### config.mk
export PLATFORM = sky130hd
export DESIGN_NAME = ram_sum_ctrl
export DESIGN_NICKNAME = d
export VERILOG_FILES = /design/src/rtl/ram_sum_ctrl.sv
export SDC_FILE = /design/constraint.sdc
export NUM_CORES = 1
export LEC_CHECK = 0
export ABC_AREA = 1
export BUFFER_PORTS_ARGS = -buffer_cell sky130_fd_sc_hd__buf_4
export CORE_MARGIN = 2
export CORE_UTILIZATION = 30
export DETAILED_ROUTE_END_ITERATION = 10
export PLACE_DENSITY_LB_ADDON = 0.3
export SLEW_MARGIN = 25
export SYNTH_ARGS = -nofsm -noshare
export SYNTH_HDL_FRONTEND = slang
export SYNTH_SLANG_ARGS = --single-unit
### constraint.sdc
create_clock -name clk -period 2.5 [get_ports clk]
set_input_delay 0.5 -clock clk [delete_from_list [all_inputs] [get_ports clk]]
set_output_delay 0.5 -clock clk [all_outputs]
set_load 0.02 [all_outputs]
### src/rtl/ram_sum_ctrl.sv
// ram_sum_ctrl: sums LEN consecutive RAM words starting at SRC.
// Writes the sum back to DST and reports it on sum with a done pulse.
module ram_sum_ctrl #(
  parameter int DATA_WIDTH = 32,
  parameter int ADDR_WIDTH = 4
) (
  input  logic                  clk,
  input  logic                  rst_n,
  input  logic                  start,
  input  logic [ADDR_WIDTH-1:0] src_addr,
  input  logic [ADDR_WIDTH:0]   len,
  input  logic [ADDR_WIDTH-1:0] dst_addr,
  output logic                  busy,
  output logic                  done,
  output logic [DATA_WIDTH-1:0] sum,
  output logic                  overflow,
  output logic [ADDR_WIDTH-1:0] ram_read_addr,
  output logic [ADDR_WIDTH-1:0] ram_write_addr,
  output logic                  ram_we,
  output logic [DATA_WIDTH-1:0] ram_wdata,
  input  logic [DATA_WIDTH-1:0] ram_q
);

  typedef enum logic [2:0] {
    IDLE,
    RUN,
    DRAIN,
    WRITE,
    DONE
  } state_t;

  state_t                state;
  logic [ADDR_WIDTH-1:0] src_l;
  logic [ADDR_WIDTH-1:0] dst_l;
  logic [ADDR_WIDTH:0]   len_l;
  logic [ADDR_WIDTH:0]   cnt;
  logic [DATA_WIDTH-1:0] acc;
  logic                  carry_seen;
  logic [1:0]            vld;
  logic [DATA_WIDTH:0]   acc_next;

  // Widened add so the carry out of the accumulator is visible.
  always_comb begin
    acc_next = {1'b0, acc} + {1'b0, ram_q};
  end

  // Control FSM plus the two-stage read-valid pipeline feeding the accumulator.
  always_ff @(posedge clk or negedge rst_n) begin
    if (!rst_n) begin
      state          <= IDLE;
      src_l          <= '0;
      dst_l          <= '0;
      len_l          <= '0;
      cnt            <= '0;
      acc            <= '0;
      carry_seen     <= 1'b0;
      vld            <= 2'b00;
      busy           <= 1'b0;
      done           <= 1'b0;
      sum            <= '0;
      overflow       <= 1'b0;
      ram_read_addr  <= '0;
      ram_write_addr <= '0;
      ram_we         <= 1'b0;
      ram_wdata      <= '0;
    end else begin
      done <= 1'b0;
      vld  <= {vld[0], 1'b0};
      if (vld[1]) begin
        acc <= acc_next[DATA_WIDTH-1:0];
        if (acc_next[DATA_WIDTH]) carry_seen <= 1'b1;
      end
      unique case (state)
        IDLE: begin
          if (start && !busy && !done) begin
            src_l      <= src_addr;
            dst_l      <= dst_addr;
            len_l      <= len;
            acc        <= '0;
            carry_seen <= 1'b0;
            if (len != '0) begin
              ram_read_addr <= src_addr;
              cnt           <= {{ADDR_WIDTH{1'b0}}, 1'b1};
              vld[0]        <= 1'b1;
              busy          <= 1'b1;
              state         <= RUN;
            end else begin
              cnt   <= '0;
              state <= DONE;
            end
          end
        end
        RUN: begin
          if (cnt == len_l) begin
            state <= DRAIN;
          end else begin
            ram_read_addr <= src_l + cnt[ADDR_WIDTH-1:0];
            cnt           <= cnt + 1'b1;
            vld[0]        <= 1'b1;
          end
        end
        DRAIN: begin
          // Last word is accumulated on this edge.
          if (vld[1] && !vld[0]) state <= WRITE;
        end
        WRITE: begin
          ram_we         <= 1'b1;
          ram_write_addr <= dst_l;
          ram_wdata      <= acc;
          state          <= DONE;
        end
        DONE: begin
          ram_we   <= 1'b0;
          done     <= 1'b1;
          busy     <= 1'b0;
          sum      <= acc;
          overflow <= carry_seen;
          state    <= IDLE;
        end
        default: state <= IDLE;
      endcase
    end
  end

endmodule

==> Word level (Yosys, flattened, before mapping) <==
Index checks and enable logic that the tools add are counted.
{ "word_totals": {"in_bits": 48, "elab_cells": 74, "out_inout_bits": 76, "regBits": 132} }
{ "op_classes": {"mux": 29, "addsub": 3, "n_eq_ne": 10, "reduce_logical": 16} }
{ "ops": {"columns": ["operator", "n"], "rows": [
  ["2-to-1 mux 32 bit", 3],
  ["adder 32 x 32 -> 33 bit", 1],
  ["2-to-1 mux 3 bit", 4],
  ["2-to-1 mux 4 bit", 3],
  ["one-hot mux 3 bit (4 select lines)", 1],
  ["2-to-1 mux 1 bit", 11],
  ["2-to-1 mux 5 bit", 2],
  ["!= test 2 bit (second input constant)", 5],
  ["one-hot mux 5 bit (2 select lines)", 1],
  ["AND reduction 3 bit", 3],
  ["one-hot mux 4 bit (2 select lines)", 1],
  ["equality test 3 x 2 -> 1 bit (second input constant)", 2],
  ["one-hot mux 1 bit (2 select lines)", 3],
  ["nonzero test 2 bit", 3],
  ["adder 5 x 1 -> 5 bit (second input constant)", 1],
  ["equality test 5 bit", 1],
  ["nonzero test 5 bit", 1],
  ["adder 4 bit", 1],
  ["AND reduction 4 bit", 1],
  ["equality test 3 x 1 -> 1 bit (second input constant)", 1],
  ["equality test 3 bit (second input constant)", 1],
  ["logical AND 1 bit", 3],
  ["zero test 1 bit", 3],
  ["zero test 3 bit", 1],
  ["AND reduction 2 bit", 1]
]} }

==> Depth between registers and ports, before layout <==
Gate-level depths: netlist of the first run.
{ "logic_depth": {"depth_word": 5, "depth_mapped": 14, "mapped_depth_nobuf": 14} }

==> Least setup slack after synthesis of the first run <==
No wires, ideal clock.
{ "synth_timing": {"path_kind": "input -> register", "start": "in ram_q[0]", "end": "reg acc[24]", "path_stages": 14, "setup_time_ns": 0.113, "arrival_time_ns": 1.852, "required_ns": 2.387, "n_path_buf": 0, "path_slack_ns": 0.535, "cell_sequence": "ha_1 fa_1 nand3_1 nand3_2 nand2_1 nand2_1 nand2_1 nand2_2 nand2_1 nand2_1 nand2_1 nand3_1 nand2_1 inv_1"} }
{ "synth_via": {"elab_chain_cells": 4} }
{ "synth_rtl": {"columns": ["item", "line", "source"], "rows": [
  ["from (decl)", "21", "input logic [DATA_WIDTH-1:0] ram_q"],
  ["adder 32 x 32 -> 33 bit (*)", "44", "acc_next = {1'b0, acc} + {1'b0, ram_q};"],
  ["2-to-1 mux 32 bit (*)", "69", "if (vld[1]) begin"],
  ["2-to-1 mux 32 bit", "75", "if (start && !busy && !done) begin"],
  ["2-to-1 mux 32 bit (*)", "73", "unique case (state)"],
  ["to (signal assigned)", "70", "acc <= acc_next[DATA_WIDTH-1:0];"],
  ["to (decl)", "37", "logic [DATA_WIDTH-1:0] acc;"]
]} }
Every way passes the cells marked *; elsewhere a longest branch is shown, timed or not.
A chain may end at the register's enable or synchronous reset.

==> Worst setup path after layout of the first run <==
{ "layout_timing": {"start": "reg acc[18]", "end": "reg acc[27]"} }
{ "layout_via": {"elab_chain_cells": 4} }
{ "layout_rtl": {"columns": ["item", "line"], "rows": [
  ["adder 32 x 32 -> 33 bit (*)", "44"],
  ["2-to-1 mux 32 bit (*)", "69"],
  ["2-to-1 mux 32 bit", "75"],
  ["2-to-1 mux 32 bit (*)", "73"]
]} }
Marked as above.

==> results.sh, run 1 <==
export IMPL_overflow=0
export IMPL_dp_hpwl_microns=16970
export IMPL_fillCellCount=2678
export IMPL_avgSynthCellArea_sq_um=7.196
export IMPL_synthFlopType="dfrtp_1"
export IMPL_initial_core_util_pct=30.77
export IMPL_worstSetupPathType="flip-flop to flip-flop"
export IMPL_yosysWarnings=0
export IMPL_setup_viol=0
export IMPL_die_w_microns=165.2
export IMPL_yosysUniqueCellTypes=34
export IMPL_syn_to_final_growth_pct=24.67
export IMPL_firstDrtPassIters=5
export IMPL_grt_pass1_wl_microns=35340
export IMPL_coreArea_sq_um=25330
export IMPL_finalHoldViolations=0
export IMPL_drc=0
export IMPL_status="completed"
export IMPL_wirelength_microns=22070
export IMPL_worst_skew_pair_late_latency_ns=0.41
export IMPL_clock_sinks=132
export IMPL_p_per_area_nw_per_um2=1447
export IMPL_crit_path_start="acc[18]$_DFF_PN0_"
export IMPL_maxCapViolCount=0
export IMPL_hp_class="primary input to async pin"
export IMPL_synth_edff_count=0
export IMPL_clockBufferDepth=2
export IMPL_yosysTopAreaCell="dfrtp_1"
export IMPL_critPathLaunchType="flip-flop"
export IMPL_fin_cells=1551
export IMPL_synth_top_area_share_pct=42.38
export IMPL_synth_nets=1169
export IMPL_htree_levels=4
export IMPL_antenna_cells=0
export IMPL_antenna_found_initial=0
export IMPL_timing_rr_end="acc[27]$_DFF_PN0_"
export IMPL_grt_start_max_net_pins=73
export IMPL_numCtsBuffers=17
export IMPL_synth_area_leaders="dfrtp_1 (42%), nand2_1 (17%), inv_1 (9.7%)"
export IMPL_ys_seq_elements=132
export IMPL_wire_per_inst_microns=14.23
export IMPL_reg2reg_from="acc[18]$_DFF_PN0_"
export IMPL_grt_pass1_vias=6617
export IMPL_finalSetupTns_ns=0
export IMPL_synth_async_sr_flop_share_pct=100.0
export IMPL_die_h_microns=165.2
export IMPL_total_power_uw=14060
export IMPL_crit_required_ns=2.80
export IMPL_maxSlewViolCount=0
export IMPL_end_kind="flip-flop"
export IMPL_max_freq_mhz=497.5
export IMPL_vias=6913
export IMPL_portBuffers=123
export IMPL_design_die_area_sq_um=27280
export IMPL_rows=58
export IMPL_io_pins=124
export IMPL_ys_seq_area_share_pct=42.38
export IMPL_period_share_pct=80.41
export IMPL_r2r_cells=10
export IMPL_arrival_ns=2.31
export IMPL_vias_per_cell=4.457
export IMPL_cts_hold_buf=0
export IMPL_period_needed_ns=2.010
export IMPL_netlist_instances=1083
export IMPL_clock_skew_ns=0.009129
export IMPL_root_buffer="clkbuf_16"
export IMPL_whs_ns=0.03293
export IMPL_ant_nets=0
export IMPL_worst_slew_pin_slew_ns=0.6440
export IMPL_path_clk_slew_ns=0.06
export IMPL_irDropWorstVdd_mv=0.6664
export IMPL_p_leak_uw=0.005392
export IMPL_r2r_setup_slack_ns=0.49
export IMPL_layout_nets=1295
export IMPL_gr_usage_all_layers_pct=16.91
export IMPL_netlist_area_sq_um=7794
export IMPL_cts_setup_buffers=0
export IMPL_finalWeightedCongestion=0.9132
export IMPL_place_ws_ns=0.1951
export IMPL_rsz0062_at_grt="false"
export IMPL_drive_gt1_share_pct=16.87
export IMPL_placed_cells=1520
export IMPL_crit_fanout=5
export IMPL_slew_headroom_pct=57.07
export IMPL_cts_tree="built"
export IMPL_post_cts_resized=0
export IMPL_drt_iter0_drc=451
export IMPL_timing_final_ws_setup_ns=0.4898
-- power by group --
part / internal (uW) / leakage (uW) / switching (uW)
registers: 3190 / 0.00160 / 732
clock network: 1620 / 0.000292 / 970
logic: 2750 / 0.00350 / 4800
-- through the flow --
stage,cell area [sq um],util [%]
3_5_place_dp,9110,35.97
6_report,9717,38.37
4_1_cts,9717,38.37
2_1_floorplan,7794,-
3_3_place_gp,9107,35.96
5_1_grt,9717,38.37
-- synth_stat cells (all sizes together), types with 4 or more instances --
cell and number:
dfrtp 132, clkbuf 13, o21ai 95, nor3 12, o211ai 6, ha 36, nand3 51, o21bai 4
nor2 60, xor2 12, a21oi 55, buf 13, inv 207, xnor2 4, nand2 364, a31oi 4
-- sequential cells by signal, summed over array words and instances (netlist names), 4 cells and up --
name and flops:
sum 32, ram_wdata 32, acc 32, ram_read_addr 4
len_l 5, dst_l 4, src_l 4, ram_write_addr 4
cnt 5
-- cells by family after synthesis --
| family | after synthesis | synth area share [%] |
|---|---|---|
| DFF | 132 | 42.38 |
| buffers and inverters | 233 | 11.46 |
| adders and majority gates | 38 | 6.293 |
| xor gates and xnor gates | 16 | 1.798 |
| and+or+nand+nor | 497 | 26.71 |
| AOI/OAI and AO/OA | 167 | 11.35 |
-- per-layer routing --
layer / track usage (%) / vias to the layer above / part of all wire (%)
met5: 0 / - / 0
met4: 4.862 / 0 / 2.0
met3: 4.071 / 22 / 5.6
met2: 27.01 / 152 / 45
met1: 22.77 / 3143 / 48
li1: - / 3596 / -
-- cell usage in the layout, fill, tap and decap left out, types with 3 or more instances in the layout --
cell type,synthesis,final
nand2_1,350,349
inv_1,201,201
dfrtp_1,132,132
buf_4,1,131
o21ai_0,85,85
nor2_1,54,54
a21oi_1,52,52
nand3_1,47,47
ha_1,36,36
clkbuf_16,0,17
nand2_2,13,14
xor2_1,12,12
o21ai_1,10,10
nor3_1,8,8
o211ai_1,6,6
nor2_2,5,5
inv_2,6,5
nand3_2,4,4
o21bai_1,4,4
xnor2_1,4,4
a31oi_1,4,4
and2_1,3,3
nor3_2,3,3
a21oi_2,3,3
or2_2,3,3
a211oi_1,3,3
clkinv_2,0,3
clkinvlp_4,0,3
bufinv_16,0,3
-- worst max path at each step --
stage	cells past startpoint	to	slack, ns
6_report	10	acc[27]$_DFF_PN0_	0.49
5_1_grt	12	acc[28]$_DFF_PN0_	0.26
4_1_cts	10	acc[27]$_DFF_PN0_	0.47
3_5_place_dp	15	acc[24]$_DFF_PN0_	0.20
3_3_place_gp	15	acc[24]$_DFF_PN0_	0.24
2_1_floorplan	14	acc[24]$_DFF_PN0_	0.54
-- worst max-delay path: stages (launching register included) --
cell,delay (ns)
dfrtp_1,0.45
ha_1,0.40
nand2_1,0.11
nor2_1,0.23
nand2_1,0.14
nor3_2,0.12
nand2_1,0.08
nand3_1,0.08
nand2_1,0.05
nor2_1,0.17
nor2_1,0.06
-- layout make-up --
type / instances / area, sq um / share of cell area (%)
clock inverters: 12 / 153.9 / 1.584
repair buffers: 133 / 1015 / 10.44
multi-input cells: 718 / 3600 / 37.05
inverters: 207 / 779.5 / 8.022
well taps: 330 / 412.9 / 4.249
flip-flops and latches: 132 / 3303 / 33.99
clock buffers: 19 / 452.9 / 4.661
Power figures use the tool's default switching activity.
==> run 2, diff against run 1 <==
- clock period: 2.5 -> 1.65 ns (I/O delays scaled with it)
==> results.sh, run 2 (same netlist as run 1, synthesis figures left out) <==
export IMPL_status="finished, violations left"
export IMPL_violations="negative setup slack"
export IMPL_grt_pass1_vias=7196
export IMPL_firstDrtPassIters=5
export IMPL_max_freq_mhz=518.4
export IMPL_htree_levels=4
export IMPL_irDropWorstVdd_mv=1.057
export IMPL_dp_hpwl_microns=17690
export IMPL_clock_skew_ns=0.01791
export IMPL_rows=58
export IMPL_reg_largest_list="acc x32, ram_wdata x32, sum x32"
export IMPL_slew_headroom_pct=72.00
export IMPL_die_h_microns=165.2
export IMPL_io_pins=124
export IMPL_vias=7470
export IMPL_arrival_ns=2.25
export IMPL_period_needed_ns=1.929
export IMPL_critPathLaunchType="flip-flop"
export IMPL_numCtsBuffers=17
export IMPL_final_cell_mix="nand2_1 (285), buf_4 (205), inv_1 (187), dfrtp_1 (128), o21ai_0 (78)"
export IMPL_worstSetupPathType="flip-flop to flip-flop"
export IMPL_gr_usage_all_layers_pct=18.29
export IMPL_worst_skew_pair_late_latency_ns=0.43
export IMPL_crit_required_ns=1.97
export IMPL_grt_start_max_net_pins=64
export IMPL_finalWeightedCongestion=0.8979
export IMPL_initial_core_util_pct=30.77
export IMPL_p_int_uw=13770
export IMPL_setup_viol=27
export IMPL_path_clk_slew_ns=0.06
export IMPL_end_kind="flip-flop"
export IMPL_syn_to_final_growth_pct=47.78
export IMPL_cp_cell_sequence="ha_4, fa_2, nand3_2, nand3_4, nand3_2, nand3b_1, nand2_1, nand2_1, nand2_1, nand3_1, nand2_1, inv_1"
export IMPL_crit_fanout=3
export IMPL_r2r_setup_slack_ns=-0.28
export IMPL_wirelength_microns=24600
export IMPL_cts_tree="built"
export IMPL_overflow=0
export IMPL_finalSetupTns_ns=-4.088
export IMPL_vias_per_cell=4.536
export IMPL_die_w_microns=165.2
export IMPL_path_buf_inv=1
export IMPL_clock_sinks=132
export IMPL_total_power_uw=25410
export IMPL_ant_nets=0
export IMPL_cp_top_family="simple AND/OR/NAND/NOR gates"
export IMPL_finalHoldViolations=0
export IMPL_maxSlewViolCount=0
export IMPL_postPlaceCellArea_sq_um=9736
export IMPL_timing_final_ws_setup_ns=-0.2788
export IMPL_hp_class="primary input to flip-flop"
export IMPL_multi_input_area_sq_um=4562
export IMPL_whs_ns=0.1194
export IMPL_p_switching_uw=11640
export IMPL_clockBufferDepth=2
export IMPL_slowest_delay_ns=0.40
export IMPL_drt_iter0_drc=434
export IMPL_grt_pass1_wl_microns=38200
export IMPL_rsz0062_at_grt="true"
export IMPL_fin_area_sq_um=11520
export IMPL_period_share_pct=116.9
export IMPL_portBuffers=123
export IMPL_maxCapViolCount=0
export IMPL_crit_top_cell="nand2_1"
export IMPL_crit_slowest_cell="dfrtp_1"
export IMPL_fillCellCount=2502
export IMPL_p_leak_uw=0.006097
export IMPL_place_ws_ns=-0.3819
export IMPL_power_frac_comb_pct=61.3
export IMPL_design_die_area_sq_um=27280
export IMPL_seqPwrFrac_pct=23.8
export IMPL_switching_share_pct=45.79
export IMPL_drc=0
export IMPL_final_common_cell="nand2_1"
export IMPL_drive_gt1_share_pct=34.70
export IMPL_p_per_area_nw_per_um2=2206
export IMPL_regArea_sq_um=3308
export IMPL_coreArea_sq_um=25330
export IMPL_root_buffer="clkbuf_16"
export IMPL_layout_nets=1390
export IMPL_worst_slew_pin_slew_ns=0.4200
export IMPL_antenna_cells=0
export IMPL_pwr_share_clk_pct=14.9
export IMPL_wire_per_inst_microns=14.94
export IMPL_antenna_found_initial=0
-- run 2: cell count changes in the layout (fill, tap and decap cells not counted), moves of 16 or more --
cell     change
nand2_1     -64
nand2_2     +37
nand2_4     +26
buf_4       +74
ha_1        -29
ha_4        +29
nor2_1      -16
-- run 2: worst paths after layout --
path | start | to | cells after the start
worst max-delay path | acc[0]$_DFF_PN0_ | acc[28]$_DFF_PN0_ | 12
worst min-delay path | dst_addr[3] | dst_l[3]$_DFFE_PN0P_ | 3
worst max register to register | acc[0]$_DFF_PN0_ | acc[28]$_DFF_PN0_ | 12
worst min register to register | vld[0]$_DFF_PN0_ | vld[1]$_DFF_PN0_ | 0
max in group asynchronous | rst_n | acc[18]$_DFF_PN0_ | 3
min in group asynchronous | rst_n | acc[25]$_DFF_PN0_ | 2
-- run 2: worst register-to-register path, cell delays in order (launching register included) --
cell and delay [ns]:
dfrtp_1 0.40, ha_4 0.18, fa_2 0.36, nand3_2 0.10
nand3_4 0.08, nand3_2 0.06, nand3b_1 0.16, nand2_1 0.15
nand2_1 0.07, nand2_1 0.06, nand3_1 0.08, nand2_1 0.08
inv_1 0.03
-- run 2: stage by stage --
stage	std cells	utilization (%)
finish	1647	45.47
global placement	1589	38.44
detailed placement	1589	38.44
floorplan	1083	-
global route	1647	45.47
CTS	1637	44.00
-- run 2: timing repair --
item                                    in CTS  in global routing
gates resized for setup                    139                 84
endpoints found under the setup margin      28                 32
pin swaps                                   37                 53
setup buffers                               16                 12
endpoints found under the hold margin       31                  0
hold buffers                                 1                  0
-- run 2: area by class of cell --
class                      instances  share of cell area, %
tap                              330                  3.585
timing repair buffer             228                  16.28
multi-input combinational        718                  39.61
clock buffer                      19                  3.933
clock inverter                    13                  1.076
inverter                         207                  6.790
sequential                       132                  28.72
-- run 2: routing by layer --
metal  GRT usage (%)  part of all wire [%]
met3           3.571                   5.1
met4           6.957                   2.2
met5               0                     0
met1           24.35                    46
met2           29.38                    47
-- run 2: power groups by stage --
stage                     logic, uW  registers [uW]  clock network [uW]
final                         15600            6050                3770
after global routing          17300            6210                4000
after CTS                     14600            6020                3870
after detailed placement      12900            5890                   0
after global placement        12700            5890                   0
after floorplan                6780            6750                   0
